File: config.mk
export PLATFORM = sky130hd
export DESIGN_NAME = video_src_gen
export DESIGN_NICKNAME = d
export VERILOG_FILES = /design/src/rtl/video_src_gen.sv
export SDC_FILE = /design/constraint.sdc
export NUM_CORES = 1
export LEC_CHECK = 0
export ABC_AREA = 1
export CAP_MARGIN = 15
export CELL_PAD_IN_SITES_DETAIL_PLACEMENT = 1
export CELL_PAD_IN_SITES_GLOBAL_PLACEMENT = 2
export CORE_MARGIN = 4
export CORE_UTILIZATION = 36
export DETAILED_ROUTE_END_ITERATION = 10
export PLACE_DENSITY_LB_ADDON = 0.2
export SLEW_MARGIN = 10
export SYNTH_ARGS = -nofsm -noshare
export SYNTH_HDL_FRONTEND = slang
export SYNTH_SLANG_ARGS = --single-unit
File: constraint.sdc
create_clock -name pclk -period 2.88 [get_ports pclk]
set_input_delay 0.864 -clock pclk [delete_from_list [all_inputs] [get_ports pclk]]
set_output_delay 0.864 -clock pclk [all_outputs]
set_load 0.03 [all_outputs]
File: src/rtl/video_src_gen.sv
// Raster test-pattern source: pvsync / pvde / pdata (YUV422) with programmable frame size.
// Optional scrolling ramp for pattern 1 when VSRC_MOVING_RAMP_EN is defined.
module video_src_gen #(
   parameter int VS_W    = 2,
   parameter int VBP_CYC = 4,
   parameter int HBLANK  = 3
) (
   input  logic        pclk,
   input  logic        rstn,
   input  logic        en,
   input  logic [10:0] frm_width,
   input  logic [10:0] frm_height,
   input  logic [1:0]  pat_sel,
   output logic        pvsync,
   output logic        pvde,
   output logic [15:0] pdata,
   output logic        frm_done
);

   typedef enum logic [2:0] {IDLE, VS, VBP, ACT, HBLK} state_t;

   localparam logic [15:0] VS_LAST  = 16'(VS_W - 1);
   localparam logic [15:0] VBP_LAST = 16'(VBP_CYC - 1);
   localparam logic [15:0] HB_LAST  = 16'(HBLANK - 1);

   state_t      st;
   logic [15:0] cnt;
   logic [10:0] x, y;
   logic [10:0] w, h;
   logic [1:0]  pat;
   logic [7:0]  ramp_off;

`ifdef VSRC_MOVING_RAMP_EN
   logic [7:0] frm_cnt;

   always_ff @(posedge pclk or negedge rstn) begin
      if (!rstn)         frm_cnt <= 8'h00;
      else if (frm_done) frm_cnt <= frm_cnt + 8'h01;
   end

   assign ramp_off = frm_cnt;
`else
   assign ramp_off = 8'h00;
`endif

   // Chroma is a constant 8'h80, so U and V phases share one value.
   function automatic logic [15:0] pix(input logic [10:0] px, input logic [10:0] py,
                                       input logic [1:0] ps, input logic [7:0] off);
      logic [7:0] yv;
      case (ps)
         2'd0:    yv = 8'h80;
         2'd1:    yv = px[7:0] + off;
         2'd2:    yv = {px[7:5], 5'h00};
         default: yv = (px[3] ^ py[3]) ? 8'hEB : 8'h10;
      endcase
      return {yv, 8'h80};
   endfunction

   always_ff @(posedge pclk or negedge rstn) begin
      if (!rstn) begin
         st       <= IDLE;
         cnt      <= '0;
         x        <= '0;
         y        <= '0;
         w        <= '0;
         h        <= '0;
         pat      <= '0;
         pvsync   <= 1'b0;
         pvde     <= 1'b0;
         pdata    <= '0;
         frm_done <= 1'b0;
      end else begin
         frm_done <= 1'b0;
         case (st)
            IDLE: begin
               if (en) begin
                  st     <= VS;
                  cnt    <= '0;
                  pvsync <= 1'b1;
                  w      <= frm_width;
                  h      <= frm_height;
                  pat    <= pat_sel;
               end
            end
            VS: begin
               if (cnt == VS_LAST) begin
                  st     <= VBP;
                  cnt    <= '0;
                  pvsync <= 1'b0;
               end else begin
                  cnt <= cnt + 16'd1;
               end
            end
            VBP: begin
               if (cnt == VBP_LAST) begin
                  st    <= ACT;
                  x     <= '0;
                  y     <= '0;
                  pvde  <= 1'b1;
                  pdata <= pix(11'd0, 11'd0, pat, ramp_off);
               end else begin
                  cnt <= cnt + 16'd1;
               end
            end
            ACT: begin
               if (x == w) begin
                  st       <= HBLK;
                  cnt      <= '0;
                  pvde     <= 1'b0;
                  pdata    <= '0;
                  frm_done <= (y == h);
               end else begin
                  x     <= x + 11'd1;
                  pdata <= pix(x + 11'd1, y, pat, ramp_off);
               end
            end
            HBLK: begin
               if (cnt == HB_LAST) begin
                  cnt <= '0;
                  if (y < h) begin
                     st    <= ACT;
                     x     <= '0;
                     y     <= y + 11'd1;
                     pvde  <= 1'b1;
                     pdata <= pix(11'd0, y + 11'd1, pat, ramp_off);
                  end else if (en) begin
                     // Back-to-back frame: new geometry/pattern take effect here.
                     st     <= VS;
                     pvsync <= 1'b1;
                     w      <= frm_width;
                     h      <= frm_height;
                     pat    <= pat_sel;
                  end else begin
                     st <= IDLE;
                  end
               end else begin
                  cnt <= cnt + 16'd1;
               end
            end
            default: st <= IDLE;
         endcase
      end
   end

endmodule
# Yosys cells after proc, flatten, opt, wreduce, memory -nomap -nowiden
# Index checks and enable logic that the tools add are counted.
word_totals:
  regBits: 84
  latchBits: 0
  ram_bits: 0
  romBits: 0
  inputBits: 27
  output_inout_bits: 19
  word_cells: 108
  n_memories: 0
classes:
  n_addsub: 3
  multipliers: 0
  n_div: 0
  n_lt_le_gt_ge: 1
  n_eq_ne: 20
  shift: 0
  n_mux: 56
  bitwise: 1
  n_reduce_logical: 16
ops:
  columns: ["op", "n"]
  rows:
  - ["16-bit two-way mux", 9]
  - ["11-bit two-way mux", 12]
  - ["16-bit case mux with 5 select lines", 1]
  - ["11-bit case mux with 2 select lines", 3]
  - ["16-bit case mux with 3 select lines", 1]
  - ["11-bit case mux with 3 select lines", 1]
  - ["16-bit by 2-bit equality test with 1-bit output, second input constant", 2]
  - ["8-bit case mux with 2 select lines", 2]
  - ["8-bit case mux with 3 select lines", 1]
  - ["11-bit by 1-bit adder with 11-bit output, second input constant", 2]
  - ["11-bit equality test", 2]
  - ["2-bit inequality test, second input constant", 9]
  - ["16-bit by 1-bit adder with 16-bit output, second input constant", 1]
  - ["16-bit by 1-bit equality test with 1-bit output, second input constant", 1]
  - ["8-bit two-way mux", 2]
  - ["4-bit AND reduction", 4]
  - ["3-bit two-way mux", 5]
  - ["3-bit case mux with 5 select lines", 1]
  - ["5-bit AND reduction", 3]
  - ["11-bit < comparator", 1]
  - ["1-bit two-way mux", 11]
  - ["2-bit two-way mux", 4]
  - ["3-bit by 2-bit equality test with 1-bit output, second input constant", 2]
  - ["1-bit case mux with 3 select lines", 2]
  - ["13 further kinds", 15]

# Depth between registers and ports, before layout
# Gate-level depths: netlist (run 1).
logic_depth:
  depth_word: 6
  ltp_mapped: 15
  mapped_depth_nobuf: 14

# Worst setup path after synthesis (run 1)
# Ideal clock, no wire load.
synth_timing:
  path_type: "register -> register"
  from: "reg y[2]"
  to: "reg x[1]"
  setup_ns: 0.117
  t_arrival_ns: 1.780
  required_time_ns: 2.763
  path_slack_ns: 0.983
  stages_incl_launch_ff: 13
  n_path_buf: 1
  period_less_slack_ns: 1.897
  cell_sequence: "dfrtp_1 -> ha_1 -> a21oi_1 -> o21ai_0 -> nand2_1 -> nand3_1 -> nand2_1 -> inv_1 -> nor2_4 -> nand2_2 -> buf_6 -> nand2_1 -> nand2_1"
synth_via:
  elab_chain_cells: 3
synth_lines:
  columns: ["item", "line_no", "source"]
  rows:
  - ["from (decl)", "28", "logic [10:0] x, y;"]
  - ["from (signal assigned)", "123", "y <= y + 11'd1;"]
  - ["11-bit < comparator", "120", "if (y < h) begin"]
  - ["2-bit inequality test (no line)", null, null]
  - ["5-bit AND reduction (no line)", null, null]
  - ["to (signal assigned)", "113", "x <= x + 11'd1;"]
  - ["to (decl)", "28", null]
# Every way passes these cells.
# A chain may end at the register's enable or synchronous reset.

# Worst setup path in the final report (run 1)
layout_timing:
  from: "reg st[1]"
  to: "reg w[2]"
layout_via:
  elab_chain_cells: 3
  word_cells_on_any_way: 7
  classes_between: "eq/ne: 3; mux: 1; reduce/logical: 3"
layout_lines:
  columns: ["item", "line_no", "source"]
  rows:
  - ["from (decl)", "26", "state_t st;"]
  - ["from (signal assigned)", "61", "st <= IDLE;"]
  - ["from (signal assigned)", "77", "st <= VS;"]
  - ["from (signal assigned)", "87", "st <= VBP;"]
  - ["3-bit equality test / 3-bit logical NOT (equally long branches)", "74", "case (st)"]
  - ["2-bit inequality test (no line) / 2-bit nonzero test (equally long branches)", null, null]
  - ["3-bit AND reduction (no line)", null, null]
  - ["to (signal assigned)", "80", "w <= frm_width;"]
  - ["to (signal assigned)", "130", "w <= frm_width;"]
  - ["to (decl)", "29", "logic [10:0] w, h;"]
# Parallel ways exist; a longest one is shown, timed or not.

==> impl_metrics.yaml, run 1 <==
outcome:
  status: "complete, no violations"
setup_path:
  cp_max_fo: 49
  cp_data_required_time_ps: 3150
  arrival_ps: 2590
  setup.worst_path.start_class: "flop"
  cpPeakStageDelay_ps: 440
  cell_at_the_slowest_stage_of_the_critical_path: "sky130_fd_sc_hd__dfrtp_1"
  path_class: "reg -> reg"
  timing.critical_path.cells: "nor2_4 -> nand2_2 -> inv_2 -> nand4_1 -> nand3_4 -> buf_4 -> nand2_1 -> o21ai_2"
  critical_path_capture_point_type: "flop"
synth:
  synth-async-reset-ratio: 1.00
  ys.warnings.count: 0
  synth_seq_cells: 77
  post_synth_inst_count: 683
  synth.top_cell.area_share: 0.390
  yosys.cell_types.count: 35
  synth_ff_type: "sky130_fd_sc_hd__dfrtp_1"
  most_common_cell_in_the_synthesized_netlist: "sky130_fd_sc_hd__nand2_1"
  synth_commonest_cells: "sky130_fd_sc_hd__nand2_1 (234), sky130_fd_sc_hd__inv_1 (90), sky130_fd_sc_hd__dfrtp_1 (77)"
  syn_area_per_cell_um2: 7.23
  synthTopCellsByArea: "sky130_fd_sc_hd__dfrtp_1 (39%), sky130_fd_sc_hd__nand2_1 (18%), sky130_fd_sc_hd__inv_1 (6.8%)"
  library_cell_occupying_the_most_area_in_the_post_synthesis_netlist: "sky130_fd_sc_hd__dfrtp_1"
  synth_sequential_area_ratio: 0.390
  syn_area_um2: 4940
  synth_enable_flop_cells: 0
sta:
  layout_worst_path_cycle_share: 0.806
  final.hold.worst_slack_ps: 468
  timing_worst_slew_pin_value_ps: 529
  max-slew-margin-rel: 0.647
  setup_repair_after_global_routing_missed_its_margin: "no"
  report.final.setup_viol: 0
  layout_min_cycle_time_ps: 2320
  timing.final.max_slew_violations: 0
  timing.final.hold_violations: 0
  fin_skew_ps: 8.99
  fmax_ghz: 0.431
  setup-tns-final_ps: 0
layout:
  fillerInstances: 1684
  antenna_fix_cells: 0
  multi_input_comb_area_um2: 2530
  register_area_um2: 1930
  nNetsFinal: 766
  design_area_um2: 5780
  synthToLayoutAreaGrowth_pct: 17.1
  drive_gt1_frac: 0.0839
floorplanning:
  die_h_um: 125
  fp-row-count: 42
  floorplan.io_pins: 46
  coreArea_um2: 13300
  die-width_um: 125
  floorplan.initialDensity: 0.370
  die_area_um2: 15700
pwr:
  clock_power_share: 0.256
  max-vdd-ir-drop_uv: 349
  p_int_mw: 2.80
  seqPwrFrac: 0.323
  power.leakage_nw: 2.98
  power_frac_comb: 0.421
  power_density_nw_per_um2: 839
  switching_share: 0.424
  switching_power_mw: 2.06
  design_power_total_mw: 4.85
clock_tree:
  cts-root-to-sink-buffers: 2
  cts.htree.levels: 3
  clk_transition_reported_paths_ps: 60
  cts_hold_buffers: 0
  clock_insertion_delay_worst_skew_ps: 350
  post_cts.repair.setup_buffers: 0
  numClockSinks: 77
  numCtsBuffers: 9
  cts_root_buf: "sky130_fd_sc_hd__clkbuf_16"
  post_cts.resized_instances: 0
  tritoncts: "yes"
global_routing:
  gr-total-overflow: 0
  grt.met1_usage: 0.239
  grt_first_pass_wirelength_um: 23000
  via_count_of_the_first_global_routing_pass: 4651
  grt_busiest_layer: "met2"
  grt_start_max_net_pins: 50
  groute.layer.met3.usage: 0.0286
  track_usage: 0.178
  antenna_found_initial: 0
  globalRouteMet2Util: 0.291
placement:
  io_buffers: 38
  dpl_cell_area_um2: 5470
  dp.final_hpwl_um: 9780
  globalplace.congestion: 0.876
route:
  first_pass_iters: 4
  postRouteWirelength_um: 13100
  avgViaCountPerCell: 4.82
  first_iter_violations: 214
  wire_per_inst_um: 14.5
  detailroute.via_count: 4354
  route.detailed.drc: 0
  ant_nets: 0
hold_path:
  worst_hold_path_type: "reg -> reg"
run:
  max-cap-violations: 0
-- kinds of logic (layout without fill, tap and decap cells) --
| kind of cell | count (synthesis) | count (layout) | share of synthesized area |
|---|---|---|---|
| other | 1 | 7 | 0.000759 |
| adders and majority gates | 16 | 16 | 0.0405 |
| buffers and inverters | 115 | 153 | 0.102 |
| xor gates and xnor gates | 23 | 23 | 0.0408 |
| and+or+nand+nor | 381 | 381 | 0.338 |
| DFF | 77 | 77 | 0.390 |
| AOI/OAI and AO/OA | 70 | 70 | 0.0874 |
-- critical path: cells and delay by family (launching register included) --
family / cells / cell delay [ps]
simple gates: 5 / 930
compound gates: 1 / 90
buf+inv: 2 / 750
flops: 1 / 440
-- path summary, 6_finish.rpt --
kind / from / to / slack [ps] / cells after the start
max reg2reg: st[1] / w[2] / 560 / 8
max: st[1] / w[2] / 560 / 8
max in group asynchronous: rstn / y[1] / 1780 / 2
min in group asynchronous: rstn / cnt[12] / 490 / 1
min: pdata[10] / pdata[10] / 470 / 2
min reg2reg: pdata[10] / pdata[10] / 470 / 2
-- per-stage QoR --
step,instances,setup slack [ps],util
floorplan,689,983,-
global placement,888,597,0.409
detailed placement,888,535,0.409
CTS,903,549,0.433
global route,903,353,0.433
finish,903,559,0.433
-- state kept, by name, summed over array words and instances (netlist names) --
register and flops:
st 3, pvsync 1, frm_done 1, w 11
pat 2, pvde 1, y 11, h 11
pdata 9, x 11, cnt 16
-- final cells by class --
cell class | instances | area share
clock inverters | 4 | 0.0126
multi-input cells | 497 | 0.438
flip-flops and latches | 77 | 0.333
well taps | 176 | 0.0381
inverters | 94 | 0.0610
clock buffers | 11 | 0.0420
repair buffers | 44 | 0.0753
-- cells in the final DEF (no fill, tap or decap), types with 4 or more instances in the layout --
cell                              count
sky130_fd_sc_hd__xor2_1              17
sky130_fd_sc_hd__or2_2                6
sky130_fd_sc_hd__o21ai_1             17
sky130_fd_sc_hd__ha_1                16
sky130_fd_sc_hd__o31ai_1              5
sky130_fd_sc_hd__o21ai_0             24
sky130_fd_sc_hd__a21oi_1              4
sky130_fd_sc_hd__inv_1               90
sky130_fd_sc_hd__inv_2                4
sky130_fd_sc_hd__a31o_2               7
sky130_fd_sc_hd__o311ai_0             4
sky130_fd_sc_hd__nor2_1              52
sky130_fd_sc_hd__buf_4                6
sky130_fd_sc_hd__nand2_2              5
sky130_fd_sc_hd__dfrtp_1             77
sky130_fd_sc_hd__nand4_1             18
sky130_fd_sc_hd__nor3_1               6
sky130_fd_sc_hd__nand3_1             47
sky130_fd_sc_hd__nor2_2               5
sky130_fd_sc_hd__o21ai_2              5
sky130_fd_sc_hd__clkdlybuf4s50_1     37
sky130_fd_sc_hd__clkbuf_16            9
sky130_fd_sc_hd__xnor2_1              6
sky130_fd_sc_hd__nand2_1            234
sky130_fd_sc_hd__conb_1               7
-- power groups by stage --
stage,logic (mW),registers (mW),clock network [mW]
2_1_floorplan,1.49,1.60,0
3_3_place_gp,1.99,1.58,0
3_5_place_dp,2.07,1.59,0
4_1_cts,2.09,1.57,1.28
5_1_grt,2.34,1.61,1.33
6_report,2.04,1.57,1.24
-- metal layers --
metal | share of wire | up-vias
met2 | 0.47 | 46
met5 | 0 | -
met4 | 0.016 | 0
met3 | 0.022 | 12
li1 | - | 2236
met1 | 0.50 | 2060
Note: power is estimated with default switching activity, not from simulation.
==> run 2: changes to the inputs <==
--- a/config.mk
+++ b/config.mk
@@ -10,7 +10,7 @@
 export CELL_PAD_IN_SITES_DETAIL_PLACEMENT = 1
 export CELL_PAD_IN_SITES_GLOBAL_PLACEMENT = 2
 export CORE_MARGIN = 4
-export CORE_UTILIZATION = 36
+export CORE_UTILIZATION = 33
 export DETAILED_ROUTE_END_ITERATION = 10
 export PLACE_DENSITY_LB_ADDON = 0.2
 export SLEW_MARGIN = 10
==> constraint.sdc (replaced) <==
create_clock -name pclk -period 2.35 [get_ports pclk]
set_input_delay 0.705 -clock pclk [delete_from_list [all_inputs] [get_ports pclk]]
set_output_delay 0.705 -clock pclk [all_outputs]
set_load 0.03 [all_outputs]
==> impl_metrics.yaml, run 2 (synthesis gave the netlist of run 1 again) <==
setup_path:
  timing.critical_path.cells: "ha_1 -> nand2_1 -> inv_1 -> a21oi_1 -> nand3_1 -> nand2_1 -> inv_1 -> nor2_4 -> nand2_2 -> nand2_1 -> nand2_1"
  critical_path.reg2reg.endpoint: "x[7]"
  crit_family: "simple AND/OR/NAND/NOR gates"
  setup.worst_path.start_class: "flop"
  cpPeakStageDelay_ps: 410
  cell_at_the_slowest_stage_of_the_critical_path: "sky130_fd_sc_hd__dfrtp_1"
  cp_max_fo: 12
  critical_path_buf_inv_count: 2
  critical_path_capture_point_type: "flop"
  cp_data_required_time_ps: 2570
  cell_mode_on_critical_path: "sky130_fd_sc_hd__nand2_1"
  arrival_ps: 2360
  crit_cells: 11
  rrSetupSlack_ps: 210
  rr_startpoint: "y[10]"
  path_class: "reg -> reg"
  worstRegToRegCells: 11
sta:
  setup_ws_ps: 214
  setup-tns-final_ps: 0
  timing.final.hold_violations: 0
  setup_repair_after_global_routing_missed_its_margin: "no"
  report.final.setup_viol: 0
  layout_min_cycle_time_ps: 2140
  fin_skew_ps: 5.77
  layout_worst_path_cycle_share: 0.909
  timing.final.max_slew_violations: 0
  fmax_ghz: 0.468
  final.hold.worst_slack_ps: 341
  max-slew-margin-rel: 0.645
  timing_worst_slew_pin_value_ps: 533
placement:
  globalplace.congestion: 0.817
  pre_cts_ws_ps: 193
  dp.cells: 906
  dp.final_hpwl_um: 10400
  io_buffers: 38
layout:
  largest_register_ffs: 16
  layout.cells.most_common: "sky130_fd_sc_hd__nand2_1"
  fillerInstances: 1833
  multi_input_comb_area_um2: 2530
  antenna_fix_cells: 0
  drive_gt1_frac: 0.0951
  synthToLayoutAreaGrowth_pct: 18.3
  register_area_um2: 1930
  layout.cells.non_filler: 920
  top_reg_by_flops: "cnt"
  most_frequent_cells_in_the_layout: "sky130_fd_sc_hd__nand2_1 (234), sky130_fd_sc_hd__inv_1 (90), sky130_fd_sc_hd__dfrtp_1 (77)"
  nNetsFinal: 776
global_routing:
  gr-total-overflow: 0
  grt.met1_usage: 0.238
  grt_busiest_layer: "met2"
  via_count_of_the_first_global_routing_pass: 4587
  groute.layer.met3.usage: 0.0237
  globalRouteMet2Util: 0.267
  grt_first_pass_wirelength_um: 22700
  antenna_found_initial: 0
  track_usage: 0.168
  grt_start_max_net_pins: 50
hold_path:
  worst_hold_path_type: "in -> async"
route:
  wire_per_inst_um: 14.7
  detailroute.via_count: 4440
  avgViaCountPerCell: 4.83
  first_iter_violations: 194
  ant_nets: 0
  postRouteWirelength_um: 13500
  route.detailed.drc: 0
  first_pass_iters: 4
floorplanning:
  die_area_um2: 17000
  die_h_um: 130
  die-width_um: 130
  coreArea_um2: 14600
  fp-row-count: 44
  floorplan.io_pins: 46
  floorplan.initialDensity: 0.339
clock_tree:
  numClockSinks: 77
  clk_transition_reported_paths_ps: 60
  clock_insertion_delay_worst_skew_ps: 340
  cts-root-to-sink-buffers: 2
  cts.htree.levels: 3
  cts_hold_buffers: 0
  post_cts.repair.setup_buffers: 0
  numCtsBuffers: 9
  tritoncts: "yes"
  cts_root_buf: "sky130_fd_sc_hd__clkbuf_16"
  post_cts.resized_instances: 0
pwr:
  max-vdd-ir-drop_uv: 449
  power_density_nw_per_um2: 996
  power.leakage_nw: 3.02
outcome:
  status: "complete, no violations"
run:
  max-cap-violations: 0
-- run 2: cell types whose count changed in the layout (fill, tap and decap cells not counted) --
cell,before,now
sky130_fd_sc_hd__clkinvlp_4,1,0
sky130_fd_sc_hd__clkbuf_8,1,2
sky130_fd_sc_hd__buf_4,6,14
sky130_fd_sc_hd__clkinv_2,1,2
sky130_fd_sc_hd__bufinv_16,2,0
sky130_fd_sc_hd__buf_12,1,3
-- run 2: final cells by class --
cell class                      instances  area share
Clock buffer                           12      0.0439
Clock inverter                          2     0.00171
Inverter                               94      0.0604
Multi-Input combinational cell        497       0.433
Sequential cell                        77       0.330
Tap cell                              184      0.0394
Timing Repair Buffer                   54      0.0917
-- run 2: per-stage QoR --
step                      cell area, um^2  total power, mW   util
after floorplan                      4960             3.78      -
after global placement               5580             4.48  0.382
after detailed placement             5580             4.56  0.382
after CTS                            5840             5.91  0.400
after global routing                 5840             6.30  0.400
final                                5840             5.82  0.400
-- run 2: power breakdown --
group,switching (mW),internal (mW),total [mW]
sequential,0.282,1.64,1.93
combinational,1.69,0.894,2.59
clock,0.548,0.758,1.31
-- run 2: worst max-delay path by stage --
| stage | startpoint | end | slack (ps) |
|---|---|---|---|
| 3_3_place_gp | y[10] | x[2] | 310 |
| 4_1_cts | y[10] | x[10] | 180 |
| 6_report | y[10] | x[7] | 210 |
| 5_1_grt | y[2] | x[8] | 50 |
| 2_1_floorplan | y[2] | x[1] | 450 |
| 3_5_place_dp | y[10] | x[10] | 190 |
-- run 2: layer usage --
| metal | share of wire | wire length [um] |
|---|---|---|
| met1 | 0.51 | 6890 |
| met3 | 0.026 | 349 |
| met2 | 0.45 | 6120 |
| met4 | 0.013 | 173 |
| met5 | 0 | 0 |
-- run 2: worst register-to-register path, cell delays in order (launching register included) --
cell and delay [ps]:
sky130_fd_sc_hd__dfrtp_1 410, sky130_fd_sc_hd__ha_1 320, sky130_fd_sc_hd__nand2_1 80, sky130_fd_sc_hd__inv_1 50, sky130_fd_sc_hd__a21oi_1 220, sky130_fd_sc_hd__nand3_1 190
sky130_fd_sc_hd__nand2_1 140, sky130_fd_sc_hd__inv_1 80, sky130_fd_sc_hd__nor2_4 170, sky130_fd_sc_hd__nand2_2 190, sky130_fd_sc_hd__nand2_1 110, sky130_fd_sc_hd__nand2_1 60
==> patch (settings of run 2) <==
Re-encode `state_t` (5 states) as Gray code, 3 bits wide.
--- a/src/rtl/video_src_gen.sv
+++ b/src/rtl/video_src_gen.sv
@@ -17,7 +17,7 @@
    output logic        frm_done
 );
 
-   typedef enum logic [2:0] {IDLE, VS, VBP, ACT, HBLK} state_t;
+   typedef enum logic [2:0] {IDLE = 3'b000, VS = 3'b001, VBP = 3'b011, ACT = 3'b010, HBLK = 3'b110} state_t;
 
    localparam logic [15:0] VS_LAST  = 16'(VS_W - 1);
    localparam logic [15:0] VBP_LAST = 16'(VBP_CYC - 1);
Formal check against the unedited RTL: same outputs for any inputs over 10 cycles, from zero or initial values and one cycle with rstn low; not proved beyond that.
==> patch against run 2 <==
- global-route usage increased by 0.94 points
- final area decreased by 1.3%
- routed wire length increased by 1.9%
- area after synthesis decreased by 0.86%
- fmax increased by 1.5%
- cell count decreased by 2.1%
- sequential cell count unchanged
- setup slack improved by 0.031 ns
- total power decreased by 0.28%
==> patch: results (changes against run 2) <==
stage,metric,value,unit,change
detailed_routing,drt first-iter violations,190,,-2.1%
timing,Worst Tran Pin Value,0.5216,ns,-0.01149 ns
global_routing,Total Routing Usage GR,0.1777,,+0.009431
synth,largest cells by area after synthesis,"dfrtp_1 (39%), nand2_1 (20%), nand3_1 (5.8%)",,
final_layout,fill cell count,1841,,+0.44%
final_layout,share of layout cells above drive strength 1,0.1088,,+0.01368
synth,Cell variety after synth,37,,+5.7%
power_and_ir_drop,Max rail drop VDD,458.9,uV,+2.1%
placed_design,Placed Area,0.005484,mm2,-1.6%
synth,"Seq/Total Area, Yosys",0.3936,,+0.003390
timing,Worst Clk Skew,0.008903,ns,+0.003129 ns
final_layout,max reg flops,16,,unchanged
global_routing,met1 global-route usage,0.2409,,+0.002916
run_status,outcome,"complete, no violations",,
global_routing,pin count of the biggest net entering global routing,36,,-28%
synth,Synth async-reset ratio,1.000,,unchanged
final_layout,# nets final,756,,-2.6%
final_layout,final cell count without fillers,901,,-2.1%
global_routing,number of global-route vias before repair,4742,,+3.4%
final_layout,n_diodes,0,,unchanged
global_routing,global-route wire length before repair,23690,um,+4.3%
global_routing,met2 GRT Util,0.2921,,+0.02503
synth,Post-synth top cells,"nand2_1 (257), dfrtp_1 (77), nand3_1 (57), nor2_1 (51), inv_1 (49)",,
global_routing,met3 usage,0.02497,,+0.001228
placed_design,post-DP HPWL,10530,um,+1.2%
synth,"Avg Cell Area, Syn",7.329,um2,+1.4%
critical_path,worst-path fanout max,13,,+1
placed_design,GP Congestion,0.7953,,-2.6%
placed_design,placed cells,886,,-2.2%
detailed_routing,drt total wl,13790,um,+1.9%
critical_path,"Arr. time, crit path",2.34,ns,-0.02 ns
detailed_routing,via count,4385,,-1.2%
power_and_ir_drop,Leak,2.870,nW,-5.1%
critical_path,slowest cell delay on critical path,0.40,ns,
==> patch: kinds of logic (layout without fill, tap and decap cells) <==
| group | Yosys count | count (layout) | share of synthesized area |
|---|---|---|---|
| AO/OA/AOI/OAI | 57 | 57 | 0.07948 |
| XOR/XNOR | 24 | 24 | 0.04293 |
| adder cells (fa/ha/maj) | 16 | 16 | 0.04089 |
| buffers and inverters | 82 | 125 | 0.07743 |
| flip-flops | 77 | 77 | 0.3936 |
| other | 1 | 7 | 0.0007659 |
| AND/OR/NAND/NOR | 411 | 411 | 0.3649 |
==> patch: metal layers <==
metal	up-vias	part of all wire
met5	-	0
met4	0	0.016
met3	15	0.030
met2	65	0.46
met1	2101	0.49
li1	2204	-
==> patch: power breakdown <==
part | internal (mW) | switching, mW
Clock | 0.816 | 0.579
Sequential | 1.65 | 0.285
Combinational | 0.807 | 1.66
==> patch: final timing paths <==
| check | depth (start not counted) | start | to | slack, ns |
|---|---|---|---|---|
| max reg2reg | 10 | y[10] | x[9] | 0.25 |
| max in group asynchronous | 2 | rstn | h[7] | 1.39 |
| max | 10 | y[10] | x[9] | 0.25 |
| min in group pclk | 2 | h[1] | h[1] | 0.47 |
| min reg2reg | 2 | h[1] | h[1] | 0.47 |
| min | 1 | rstn | cnt[10] | 0.34 |
==> patch: layout make-up <==
cell class | count | area [um2] | area share
Clock buffer | 11 | 232.7 | 0.04036
Inverter | 61 | 229.0 | 0.03971
Multi-Input combinational cell | 515 | 2613 | 0.4530
Tap cell | 184 | 230.2 | 0.03992
Timing Repair Buffer | 49 | 485.5 | 0.08418
Clock inverter | 4 | 50.05 | 0.008679
Sequential cell | 77 | 1927 | 0.3341
==> patch: per-stage QoR <==
step / util / total power, mW / hold slack, ns / setup WS, ns
finish: 0.3968 / 5.803 / 0.3370 / 0.2453
global route: 0.3968 / 6.287 / 0.3800 / 0.001984
global placement: 0.3773 / 4.384 / 0.4597 / 0.2695
floorplan: - / 3.716 / 0.4094 / 0.4930
detailed placement: 0.3773 / 4.470 / 0.4601 / 0.2104
CTS: 0.3968 / 5.897 / 0.3497 / 0.2187
==> patch: worst register-to-register path: cells and delay by family, from the launching register on <==
kind          cells  cell delay, ns
flops             1            0.40
buf+inv           1            0.19
fa+ha+maj         1            0.33
simple gates      8            1.07
